**src/rtl/seq_mult.sv**
```systemverilog
// ---------------------------------------------------------------------------
// seq_mult
//
// Iterative shift-add multiplier. One partial product is added per clock, so
// a WIDTH x WIDTH multiply takes WIDTH cycles in CALC regardless of operand
// values. Valid/ready handshakes on both the operand and the product side.
//
// Optional feature macro: SEQ_MULT_SIGNED_EN
//    defined   -> signed_mode=1 at accept treats a and b as two's complement
//    undefined -> all operands unsigned, signed_mode is ignored
//
// Parameters:
//    WIDTH        operand width (>= 2), product is 2*WIDTH bits
//
// Ports:
//    clk          rising-edge clock
//    rst_n        asynchronous active-low reset
//    in_valid     operands a, b, signed_mode are valid
//    in_ready     block can accept operands (high only in IDLE)
//    a            multiplicand
//    b            multiplier
//    signed_mode  1 = two's-complement operands (only with SEQ_MULT_SIGNED_EN)
//    out_valid    product is valid (registered)
//    out_ready    downstream accepts product
//    product      result, held until the next result overwrites it
//    busy         high in CALC or DONE
// ---------------------------------------------------------------------------
module seq_mult #(
   parameter int WIDTH = 4
) (
   input  logic               clk,
   input  logic               rst_n,
   input  logic               in_valid,
   output logic               in_ready,
   input  logic [WIDTH-1:0]   a,
   input  logic [WIDTH-1:0]   b,
   input  logic               signed_mode,
   output logic               out_valid,
   input  logic               out_ready,
   output logic [2*WIDTH-1:0] product,
   output logic               busy
);

   localparam int PW = 2 * WIDTH;
   // Counter must be able to hold the value WIDTH itself.
   localparam int CW = $clog2(WIDTH + 1);

   typedef enum logic [1:0] {
      IDLE,
      CALC,
      DONE
   } state_t;

   state_t          state;
   logic [PW-1:0]   mcand;
   logic [WIDTH-1:0] mplier;
   logic [PW-1:0]   acc;
   logic [CW-1:0]   count;
   logic [WIDTH-1:0] mag_a;
   logic [WIDTH-1:0] mag_b;
   logic [PW-1:0]   step_sum;
   logic [PW-1:0]   step_result;

`ifdef SEQ_MULT_SIGNED_EN
   logic neg;
   logic neg_in;

   // Magnitudes of the incoming operands. The most negative value maps to
   // 2^(WIDTH-1), which is still correct when read back as unsigned.
   assign mag_a  = (signed_mode && a[WIDTH-1]) ? -a : a;
   assign mag_b  = (signed_mode && b[WIDTH-1]) ? -b : b;
   assign neg_in = signed_mode & (a[WIDTH-1] ^ b[WIDTH-1]);
`else
   logic unused_signed_mode;

   assign mag_a              = a;
   assign mag_b              = b;
   assign unused_signed_mode = signed_mode;
`endif

   // Accumulator value after the current CALC step.
   assign step_sum = acc + (mplier[0] ? mcand : '0);

`ifdef SEQ_MULT_SIGNED_EN
   assign step_result = neg ? -step_sum : step_sum;
`else
   assign step_result = step_sum;
`endif

   assign in_ready = (state == IDLE);
   assign busy     = (state != IDLE);

   // Main FSM: capture in IDLE, one shift-add per cycle in CALC, hold the
   // registered product in DONE until the downstream handshake.
   always_ff @(posedge clk or negedge rst_n) begin
      if (!rst_n) begin
         state     <= IDLE;
         mcand     <= '0;
         mplier    <= '0;
         acc       <= '0;
         count     <= '0;
         out_valid <= 1'b0;
         product   <= '0;
`ifdef SEQ_MULT_SIGNED_EN
         neg       <= 1'b0;
`endif
      end else begin
         case (state)
            IDLE: begin
               if (in_valid) begin
                  mcand  <= {{WIDTH{1'b0}}, mag_a};
                  mplier <= mag_b;
                  acc    <= '0;
                  count  <= CW'(WIDTH);
`ifdef SEQ_MULT_SIGNED_EN
                  neg    <= neg_in;
`endif
                  state  <= CALC;
               end
            end
            CALC: begin
               acc    <= step_sum;
               mcand  <= mcand << 1;
               mplier <= mplier >> 1;
               count  <= count - 1'b1;
               // Counter value 1 marks the final partial product.
               if (count == CW'(1)) begin
                  product   <= step_result;
                  out_valid <= 1'b1;
                  state     <= DONE;
               end
            end
            DONE: begin
               if (out_ready) begin
                  out_valid <= 1'b0;
                  state     <= IDLE;
               end
            end
            default: begin
               out_valid <= 1'b0;
               state     <= IDLE;
            end
         endcase
      end
   end

endmodule

```
**config.mk**
```make
export PLATFORM = sky130hd
export DESIGN_NAME = seq_mult
export DESIGN_NICKNAME = d
export VERILOG_FILES = /design/src/rtl/seq_mult.sv
export SDC_FILE = /design/constraint.sdc
export NUM_CORES = 1
export LEC_CHECK = 0
export ABC_AREA = 1
export BUFFER_PORTS_ARGS = -buffer_cell sky130_fd_sc_hd__buf_2
export CORE_MARGIN = 10
export CORE_UTILIZATION = 25
export CTS_CLUSTER_SIZE = 40
export DETAILED_ROUTE_END_ITERATION = 12
export SETUP_SLACK_MARGIN = 0.05
export SLEW_MARGIN = 15
export SYNTH_ARGS = -nofsm -noshare
export SYNTH_HDL_FRONTEND = slang
export SYNTH_SLANG_ARGS = --single-unit
export TNS_END_PERCENT = 50
```
**constraint.sdc**
```tcl
create_clock -name clk -period 3.2 [get_ports clk]
set_input_delay 0.64 -clock clk [delete_from_list [all_inputs] [get_ports clk]]
set_output_delay 0.64 -clock clk [all_outputs]
set_load 0.1 [all_outputs]
```
==> results.cfg <==
[setup_path]
crit_path_start = state[0]$_DFFE_PN0P_
reg2reg_depth = 9
crit_required_ps = 2560
cp_max_fo = 4
rr_startpoint = mplier[0]$_DFFE_PN0P_
cp-endpoint = in_ready
start_kind = flip-flop
r2r_end = acc[4]$_DFFE_PN0P_
end_kind = primary output
r2r_slack_ps = 1370
crit_type = flip-flop to primary output
cp_data_arrival_time_ps = 1290

[route]
detail-route-antenna-nets = 0
drc = 0
wl_per_cell_um = 11.17
dr.first_iter.drc_count = 38
drt-total-wl_um = 3786
drtPass1Iterations = 4
vias = 1415
avgViaCountPerCell = 4.174

[logic_synthesis]
synth_top_cell_area_share_pct = 47.49
synth_nets = 242
yosys_warnings = 0
yosysTopAreaCell = dfrtp_1
yosysSeqAreaShare_pct = 47.49
synth_cell_type_count = 27
syn_inst = 219
syn-mean-instance-area_sq_um = 8.181
yosys-top-cells-area = dfrtp_1 (47%), nand2_1 (15%), inv_1 (7.1%), ha_1 (6.3%), nand3_1 (4.7%)
synth_area_sq_um = 1792
synth-seq-cells = 34

[clock_network]
worstSkewPairLatency_ps = 290
cts_tree = yes
clk_pin_slew_ps = 70
clock-sinks = 34
cts_buffer_depth = 2
clock-root-buffer = clkbuf_8
cts_resized = 0
cts-buffers-inserted = 5
htreeDepth = 2
cts_setup_buffers = 0
ctsHoldBuffers = 0

[final_layout]
syn2layout_area_growth_pct = 17.53
final_common_cell = nand2_1
diodes = 0
mostFrequentLayoutCells = nand2_1 (72), inv_1 (34), dfrtp_1 (34), buf_2 (22), nand3_1 (17)
drive_above_1_share_pct = 15.64
fillCellCount = 715
fin_nets = 265
multi_input_area_sq_um = 743.2
regArea_sq_um = 850.8

[grt]
antenna_found_initial = 0
grt_usage_pct = 7.439
grt_pass1_wl_um = 6824
grt_overflow = 0
grt_max_degree = 35
grt_pass1_vias = 1497

[timing]
finClkSkew_ps = 4.100
final_max_slew_viol_count = 0
tightest_slew_ps = 769.0
finalSetupTns_ps = 0
grt_setup_unrepaired = no
whs_ps = 424.7
fmax_mhz = 519.2
period_needed_ps = 1926
setup_ws_ps = 1274
hold_violations = 0
fin_crit_sh_pct = 60.19
relSlewSlack_pct = 48.74
setup_viol = 0

[hold_path]
hp-class = input pin to async pin

[placement]
finalWeightedCongestion = 0.8349
numPortBuffers = 22
place_ws_ps = 1352
hpwl_um = 2874

[die]
ioPinCount = 24
rows = 30
initial_utilization_pct = 26.08
die_x_um = 104.7
die_area_sq_um = 10950
die_h_um = 104.7
coreArea_sq_um = 6869

[pwr]
power_density_nw_per_um2 = 1059
ir_worst_vdd_uv = 742.9
leakage_uw = 0.001173

[flow_run]
max-cap-violations = 0

[outcome]
outcome = completed
==> cells by family after synthesis <==
group | synth area share (%)
xor gates and xnor gates | 0.9778
DFF | 47.49
AOI/OAI and AO/OA | 8.590
buffers and inverters | 11.17
adders and majority gates | 7.402
and+or+nand+nor | 24.37
==> worst max-delay path: stages (launching register included) <==
cell     delay, ps
dfrtp_1        430
nor2_2         130
buf_2          430
==> report_power, final <==
group	internal [uW]	total, uW	leakage, uW	switching (uW)
Combinational	237	1050	0.000653	816
Clock	332	495	0.0000714	163
Sequential	588	682	0.000449	94.3
==> registers in the layout, indices dropped and copies added (netlist names) <==
signal,cells
acc,8
mplier,4
state,2
mcand,8
count,3
product,8
out_valid,1
==> layout make-up <==
class                           count  share of cell area (%)
Clock inverter                      2                   2.852
Tap cell                           96                   5.704
Sequential cell                    34                   40.40
Timing Repair Buffer               22                   5.229
Inverter                           37                   6.595
Clock buffer                        6                   3.922
Multi-Input combinational cell    142                   35.29
==> metal layers <==
metal	global-route usage [%]	wire length (um)	share of wire [%]
met5	0	0	0
met4	2.941	41	1.1
met3	2.396	191	5.0
met2	12.13	1794	47
met1	8.878	1759	46
==> through the flow <==
| stage | total power (uW) | cells | util, % | cell area (sq um) |
|---|---|---|---|---|
| after floorplan | 1603 | 219 | - | 1794 |
| after global placement | 1737 | 331 | 28.58 | 1963 |
| after detailed placement | 1762 | 331 | 28.58 | 1963 |
| after CTS | 2261 | 339 | 30.66 | 2106 |
| after global routing | 2391 | 339 | 30.66 | 2106 |
| final | 2230 | 339 | 30.66 | 2106 |
==> worst min-delay path by stage <==
| stage | endpoint |
|---|---|
| global placement | count[2]$_DFFE_PN0P_ |
| detailed placement | count[2]$_DFFE_PN0P_ |
| global route | mcand[3]$_DFFE_PN0P_ |
| floorplan | acc[0]$_DFFE_PN0P_ |
| finish | mcand[3]$_DFFE_PN0P_ |
| CTS | mcand[3]$_DFFE_PN0P_ |
==> Yosys cell counts <==
library cell and count:
or3_1 1, a21o_1 1, fa_1 1, nor2_2 1, dfrtp_1 34, o21ai_1 3, buf_6 5, nand4_1 1
inv_2 3, o221ai_1 3, xnor2_1 1, a21oi_1 3, o21ai_0 7, nand3_1 17, nand3b_1 1, ha_1 9
nand2_1 72, nor2_1 8, o22ai_1 5, nand2_2 3, xor2_1 1, or2_1 1, buf_2 1, o211ai_1 1
a22o_1 1, o21bai_1 1, inv_1 34
Power figures use the tool's default switching activity.
